`config.mk`:
```
export PLATFORM = sky130hd
export DESIGN_NAME = sobel_window_scheduler
export DESIGN_NICKNAME = d
export VERILOG_FILES = /design/src/rtl/sobel_window_scheduler.sv
export SDC_FILE = /design/constraint.sdc
export NUM_CORES = 1
export LEC_CHECK = 0
export CAP_MARGIN = 10
export CORE_UTILIZATION = 30
export CTS_CLUSTER_SIZE = 10
export DETAILED_ROUTE_END_ITERATION = 6
export GPL_TIMING_DRIVEN = 1
export SLEW_MARGIN = 20
export SYNTH_ARGS = -nofsm -noshare
export SYNTH_HDL_FRONTEND = slang
export SYNTH_SLANG_ARGS = --single-unit
export TNS_END_PERCENT = 1
```
`constraint.sdc`:
```
create_clock -name clk -period 14.67 [get_ports clk]
set_input_delay 2.934 -clock clk [delete_from_list [all_inputs] [get_ports clk]]
set_output_delay 2.934 -clock clk [all_outputs]
set_load 0.05 [all_outputs]
```
`src/rtl/sobel_window_scheduler.sv`:
```
// Raster-order scheduler for the Sobel stage: gates on rows already written to the
// window memory, issues one read per interior pixel, and presents windows with backpressure.
module sobel_window_scheduler #(
  parameter int DIM_W   = 16,
  parameter int MEM_LAT = 1
) (
  input  logic             clk,
  input  logic             reset,
  input  logic             frame_start,
  input  logic [DIM_W-1:0] height,
  input  logic [DIM_W-1:0] width,
  input  logic             gray_valid,
  input  logic             out_ready,
  output logic             rd_en,
  output logic [DIM_W-1:0] rd_h,
  output logic [DIM_W-1:0] rd_w,
  output logic             win_valid,
  output logic             win_border,
  output logic [DIM_W-1:0] out_h,
  output logic [DIM_W-1:0] out_w,
  output logic             busy,
  output logic             frame_done,
  output logic             size_err
);

  // Handshake: a window transfers on any rising clk where win_valid and out_ready are
  // both 1; while win_valid=1 and out_ready=0, out_h/out_w/win_border stay unchanged.
  typedef enum logic [2:0] {
    S_IDLE, S_WAIT_ROWS, S_ISSUE, S_WAIT_MEM, S_PRESENT, S_DONE
  } state_e;

  localparam logic [DIM_W-1:0] ONE      = {{(DIM_W-1){1'b0}}, 1'b1};
  localparam logic [DIM_W:0]   TWO      = {{(DIM_W-1){1'b0}}, 2'd2};
  localparam logic [2:0]       LAT_LAST = 3'(MEM_LAT - 1);

  state_e           state_q;
  logic [DIM_W-1:0] h_q, w_q, r_q, c_q, wcol_q, wrows_q;
  logic [2:0]       lat_q;
  logic             rd_en_q, win_valid_q, win_border_q, busy_q, frame_done_q, size_err_q;

  logic [DIM_W-1:0] h_last, w_last;
  logic [DIM_W:0]   need_rows, cap_rows;
  logic             rows_ready, last_col, last_pix, cur_border, next_border;

  function automatic logic is_border(input logic [DIM_W-1:0] r, c, r_last, c_last);
    return (r == '0) || (r == r_last) || (c == '0) || (c == c_last);
  endfunction

  always_comb begin
    h_last      = h_q - ONE;
    w_last      = w_q - ONE;
    need_rows   = {1'b0, r_q} + TWO;
    cap_rows    = (need_rows < {1'b0, h_q}) ? need_rows : {1'b0, h_q};
    rows_ready  = ({1'b0, wrows_q} >= cap_rows);
    last_col    = (c_q == w_last);
    last_pix    = last_col && (r_q == h_last);
    cur_border  = is_border(r_q, c_q, h_last, w_last);
    next_border = is_border(r_q, c_q + ONE, h_last, w_last);
  end

  always_ff @(posedge clk) begin
    if (reset) begin
      state_q      <= S_IDLE;
      h_q          <= '0;
      w_q          <= '0;
      r_q          <= '0;
      c_q          <= '0;
      wcol_q       <= '0;
      wrows_q      <= '0;
      lat_q        <= '0;
      rd_en_q      <= 1'b0;
      win_valid_q  <= 1'b0;
      win_border_q <= 1'b0;
      busy_q       <= 1'b0;
      frame_done_q <= 1'b0;
      size_err_q   <= 1'b0;
    end else begin
      frame_done_q <= 1'b0;
      // Write tracking saturates once all H rows have landed in window memory.
      if (state_q != S_IDLE && gray_valid && wrows_q < h_q) begin
        if (wcol_q == w_last) begin
          wcol_q  <= '0;
          wrows_q <= wrows_q + ONE;
        end else begin
          wcol_q <= wcol_q + ONE;
        end
      end
      case (state_q)
        S_IDLE: begin
          if (frame_start) begin
            h_q        <= height;
            w_q        <= width;
            r_q        <= '0;
            c_q        <= '0;
            wcol_q     <= '0;
            wrows_q    <= '0;
            busy_q     <= 1'b1;
            size_err_q <= (height == '0) || (width == '0);
            if (height == '0 || width == '0) begin
              state_q      <= S_DONE;
              frame_done_q <= 1'b1;
            end else begin
              state_q <= S_WAIT_ROWS;
            end
          end
        end
        S_WAIT_ROWS: begin
          if (rows_ready) begin
            state_q <= S_ISSUE;
            rd_en_q <= !cur_border;
          end
        end
        S_ISSUE: begin
          rd_en_q <= 1'b0;
          if (cur_border) begin
            state_q      <= S_PRESENT;
            win_valid_q  <= 1'b1;
            win_border_q <= 1'b1;
          end else begin
            state_q <= S_WAIT_MEM;
            lat_q   <= '0;
          end
        end
        S_WAIT_MEM: begin
          if (lat_q == LAT_LAST) begin
            state_q      <= S_PRESENT;
            win_valid_q  <= 1'b1;
            win_border_q <= 1'b0;
          end else begin
            lat_q <= lat_q + 3'd1;
          end
        end
        S_PRESENT: begin
          if (out_ready) begin
            win_valid_q  <= 1'b0;
            win_border_q <= 1'b0;
            if (last_col) begin
              c_q <= '0;
              r_q <= r_q + ONE;
            end else begin
              c_q <= c_q + ONE;
            end
            if (last_pix) begin
              state_q      <= S_DONE;
              frame_done_q <= 1'b1;
            end else if (last_col) begin
              state_q <= S_WAIT_ROWS;
            end else begin
              state_q <= S_ISSUE;
              rd_en_q <= !next_border;
            end
          end
        end
        S_DONE: begin
          state_q <= S_IDLE;
          busy_q  <= 1'b0;
        end
        default: state_q <= S_IDLE;
      endcase
    end
  end

  assign rd_en      = rd_en_q;
  assign rd_h       = r_q;
  assign rd_w       = c_q;
  assign win_valid  = win_valid_q;
  assign win_border = win_border_q;
  assign out_h      = r_q;
  assign out_w      = c_q;
  assign busy       = busy_q;
  assign frame_done = frame_done_q;
  assign size_err   = size_err_q;

endmodule
```
After elaboration in Yosys (flattened, before gate mapping)
Cells that the tools add are included.
{"block": "word_totals", "reg_bits": 108, "out_inout_bits": 70, "elab_cells": 122}
{"block": "op_classes", "addsub": 8, "n_lt_le_gt_ge": 3, "n_eq_ne": 19, "mux": 46, "reduce_logical": 32}
{"operator": "$mux W16", "count": 13}
{"operator": "$logic_not A16 Y1", "count": 5}
{"operator": "$add A16 B1 Y16 const B", "count": 4}
{"operator": "$eq A16 B16 Y1", "count": 4}
{"operator": "$pmux W16 S2", "count": 2}
{"operator": "$sub A16 B1 Y16 const B", "count": 2}
{"operator": "$mux W3", "count": 9}
{"operator": "$ne A2 B2 Y1 const B", "count": 10}
{"operator": "$add A16 B2 Y17 const B", "count": 1}
{"operator": "$ge A16 B17 Y1", "count": 1}
{"operator": "$lt A17 B16 Y1", "count": 1}
{"operator": "$mux W17", "count": 1}
{"operator": "$lt A16 B16 Y1", "count": 1}
{"operator": "$pmux W3 S5", "count": 1}
{"operator": "$mux W1", "count": 13}
{"operator": "$reduce_and A4 Y1", "count": 3}
{"operator": "$pmux W1 S3", "count": 3}
{"operator": "$reduce_bool A3 Y1", "count": 3}
{"operator": "$eq A3 B2 Y1 const B", "count": 2}
{"operator": "$eq A3 B3 Y1 const B", "count": 2}
{"operator": "$logic_not A3 Y1", "count": 2}
{"operator": "$logic_or A1 B1 Y1", "count": 6}
{"operator": "$pmux W3 S2", "count": 1}
{"operator": "$reduce_and A3 Y1", "count": 2}
{"operator": "9 further kinds", "count": 16}

Longest topological paths before layout
{"block": "logic_depth", "word_depth": 10, "ltp_mapped": 24, "ltp_nobuf": 23}

Least setup slack after synthesis
No wires, ideal clock.
{"block": "synth_timing", "path_kind": "register to register", "start": "register r_q[1], in the netlist out_h[1]", "end": "register state_q[2]", "arrival_time_ps": 5936, "required_time_ps": 14545, "setup_slack_ps": 8609, "stages_incl_launch_ff": 22, "path_buffers": 1, "synth_period_minus_slack_ps": 6061, "path_cell_list": "dfxtp_1 ha_1 nand3_1 nor2_1 and4_1 and3_1 xor2_1 ha_1 nand3_1 or2_0 o31ai_1 clkbuf_1 mux2i_1 ha_1 a2111oi_0 o21a_1 o31ai_1 a2111oi_0 o21ba_2 nor3_1 o2111ai_1 a21oi_1"}
{"block": "synth_via", "elab_chain_len": 6, "elab_cells_between_ends": 16}
{"item": "start, declared", "line": "37", "source": "logic [DIM_W-1:0] h_q, w_q, r_q, c_q, wcol_q, wrows_q;"}
{"item": "start signal, assigned", "line": "139", "source": "r_q <= r_q + ONE;"}
{"item": "$add A16 B2 Y17 (tied with other cells)", "line": "52", "source": "need_rows = {1'b0, r_q} + TWO;"}
{"item": "$lt A17 B16 Y1 or $logic_or A1 B1 Y1 (tied branches)", "line": "53, 46"}
{"item": "$mux W17 or $logic_or A1 B1 Y1 (tied branches)", "line": "53, 46"}
{"item": "$ge A16 B17 Y1 or $logic_or A1 B1 Y1 (tied branches)", "line": "54, 46"}
{"item": "$ne A2 B2 Y1 (no source line) or $mux W3 (tied branches)"}
{"item": "$reduce_and A4 Y1 (no source line) or $pmux W3 S5 (tied branches)"}
{"item": "end signal, assigned", "line": "63", "source": "state_q <= S_IDLE;"}
{"item": "end signal, assigned", "line": "100", "source": "state_q <= S_DONE;"}
{"item": "end signal, assigned", "line": "103", "source": "state_q <= S_WAIT_ROWS;"}
{"item": "end, declared", "line": "36", "source": "state_e state_q;"}
Several ways; a longest one is shown, not always the timed one. The select of a mux whose other input is x is not followed.
A chain may end at the register's enable or synchronous reset.

Worst setup path after layout
{"block": "layout_timing", "start": "register r_q[2], in the netlist out_h[2]", "end": "register state_q[2]"}
Same word-level chain as after synthesis.

==> summary.txt <==
CTS
  • # resized after CTS: 0
  • Post-CTS Setup Inserts: 0
  • CTS sink cnt: 108
  • Clock Tree Buf Depth: 2
  • Clock transition at path regs: 80 ps
  • Root buf cell: clkbuf_16
  • H-tree Lvls: 3
  • Cts-stage hold buffer count: 0
  • CTS Buf Count: 9
  • Clock latency on the worst-skew pair: 370 ps
  • CTS tree: done

Synth
  • Ys Warns: 0
  • Register area share after synthesis: 0.252
  • Post-Syn Nets: 1211
  • Netlist cell types: 65
  • Syn Area/Cell: 7.68 sq um
  • Post-synth top flop: dfxtp_1
  • Syn Inst Count: 1116
  • Post-synth top area cell: dfxtp_1
  • Synth Register Bits: 108
  • Number of synthesized flops with an enable pin: 0
  • Cell area after synthesis: 8570 sq um
  • Top post-synthesis cells by area: dfxtp_1, ha_1, xnor2_1, nand2_1, xor2_1
  • Fraction of registers with async set/reset: 0
  • Synth top area share: 0.252

Global routing
  • Number of global-route vias before repair: ~7700
  • Initial antenna violation count: 0
  • Tot GR Track Use: 0.182
  • Grt ovf: 0
  • First-pass GRT wire length: approximately 42000 um
  • Largest net degree at the start of global routing: 57

Timing
  • Unrepaired setup endpoints after global routing: no
  • Final WS setup: between 8000 and 9000 ps
  • Endpoints failing setup: 0
  • Ratio of final minimum period to clock period: 0.418
  • Min Tclk post-route: 6140 ps
  • Setup TNS: 0 ps
  • Max_slew headroom: 0.323
  • Final-report hold violation count: 0
  • Clk_skew: 12.6 ps
  • Final Max Tran Viols: 0
  • Max Clk Rate: between 150 and 200 MHz
  • WHS: around 460 ps
  • Actual slew at the worst max-slew pin: 1020 ps

Detailed routing
  • DRC violations left: 0
  • Vias: roughly 8100
  • DR WL/cell: 17.5 um
  • Final ANT Viol Nets: 0
  • Vias per cell: 5.33
  • Drt total wl: 26400 um
  • Initial DRC Count: 507
  • First-pass DRT Iterations: 4

Setup path
  • CP endpoint kind: flip-flop
  • Crit Path Class: reg -> reg
  • WP data required: 14920 ps
  • Max FO, Critical Path: 16
  • Startpoint type of the worst setup path: flip-flop
  • Critical path arrival: 6390 ps

Cells and area
  • Final net count: 1222
  • Commonest non-fill, non-tap cell in the layout: nand2_1
  • Synth-to-layout area growth: 15.8%
  • Final Core Density: 0.355
  • Share of cells above drive strength 1: 0.0318
  • Most frequent cells in the layout: nand2_1, dfxtp_1, clkdlybuf4s50_1
  • Final Cell Area: 9930 sq um
  • Post-route insts no fill: 1510
  • Antenna diodes: 0

Worst hold path
  • Hold WC Path Type: reg -> reg

Power
  • Pwr/cell area: 80.8 nW/um^2
  • VDD IR max: 0.0532 mV
  • Final Power: around 0.8 mW
  • Pleak: approximately 3.7 nW

Floorplanning
  • Core area: 27900 sq um
  • Die Ht: around 170 um
  • Starting Density: 0.307
  • I/O pin count: 107
  • Die width: 171 um
  • Standard-cell rows: 61
  • Die area: slightly below 30000 sq um

Placed design
  • DP Wirelength: 19900 um
  • IO Port Bufs: ~110
  • Pre-CTS WS: 8570 ps
  • Dpl cell area: 9620 sq um
  • Dpl cells: 1494
  • Routability cong.: 0.897

Job
  • Max Cap Violations: 0

Run status
  • Status: finished clean
## cells by family after synthesis
| kind of cell | after synthesis | share of synthesized area |
|---|---|---|
| muxes | 34 | 0.0398 |
| xor gates and xnor gates | 120 | 0.126 |
| AOI/OAI and AO/OA | 194 | 0.149 |
| buffers and inverters | 150 | 0.0803 |
| adders and majority gates | 58 | 0.0846 |
| and+or+nand+nor | 452 | 0.268 |
| DFF | 108 | 0.252 |
## Yosys cell counts (all sizes together), types with 29 or more instances
| library cell | count |
|---|---|
| nand4 | 31 |
| ha | 58 |
| nor2 | 71 |
| mux2i | 33 |
| nor4 | 29 |
| nand2 | 132 |
| inv | 37 |
| xnor2 | 69 |
| nand3 | 37 |
| nor3 | 33 |
| xor2 | 49 |
| dfxtp | 108 |
| buf | 37 |
| clkbuf | 76 |
| a21oi | 77 |
## per-layer routing
metal,share of wire,track usage,routed length (um),vias up
met1,0.44,0.228,11700,3858
met2,0.50,0.322,13100,209
met5,0,0,0,-
met4,0.015,0.0497,391,0
li1,-,-,-,3961
met3,0.046,0.0257,1220,27
## cell type report
| cell class | instances | area (sq um) |
|---|---|---|
| well taps | 378 | 473 |
| clock buffers | 9 | 225 |
| clock inverters | 7 | 76.3 |
| multi-input cells | 858 | 5740 |
| repair buffers | 113 | 1110 |
| flip-flops and latches | 108 | 2160 |
| fillers | 2948 | 18000 |
| inverters | 37 | 139 |
## final timing paths
check | start | endpoint | slack [ps] | depth (start not counted)
max | out_h[2] | state_q[2] | 8530 | 20
min | size_err | size_err | 460 | 2
max reg2reg | out_h[2] | state_q[2] | 8530 | 20
min reg2reg | size_err | size_err | 460 | 2
## report_power, final
part / switching, mW / leakage [nW] / internal (mW)
Combinational: 0.130 / 2.68 / 0.0921
Clock: 0.134 / 0.149 / 0.122
Sequential: 0.0221 / 0.875 / 0.302
Total: 0.286 / 3.70 / 0.517
## flip-flops by register name (all words and copies together) (netlist names)
register    cells
w_q            16
rd_en           1
size_err        1
lat_q           3
wrows_q        16
h_q            16
busy            1
state_q         3
out_h          16
win_valid       1
win_border      1
out_w          16
frame_done      1
wcol_q         16
## worst max-delay path, cell delays in order (launching register included)
cell	delay (ps)
dfxtp_1	530
ha_1	300
nand3_1	160
nor2_1	300
and4_1	300
and3_1	210
xor2_1	100
ha_1	320
nand3_1	100
or2_0	300
o31ai_4	900
mux2i_1	270
ha_1	260
a2111oi_0	430
o21a_1	190
o31ai_1	60
a2111oi_0	660
o21ba_2	300
nor3_1	60
o2111ai_1	210
a21oi_1	60
Note: power is estimated with default switching activity, not from simulation.
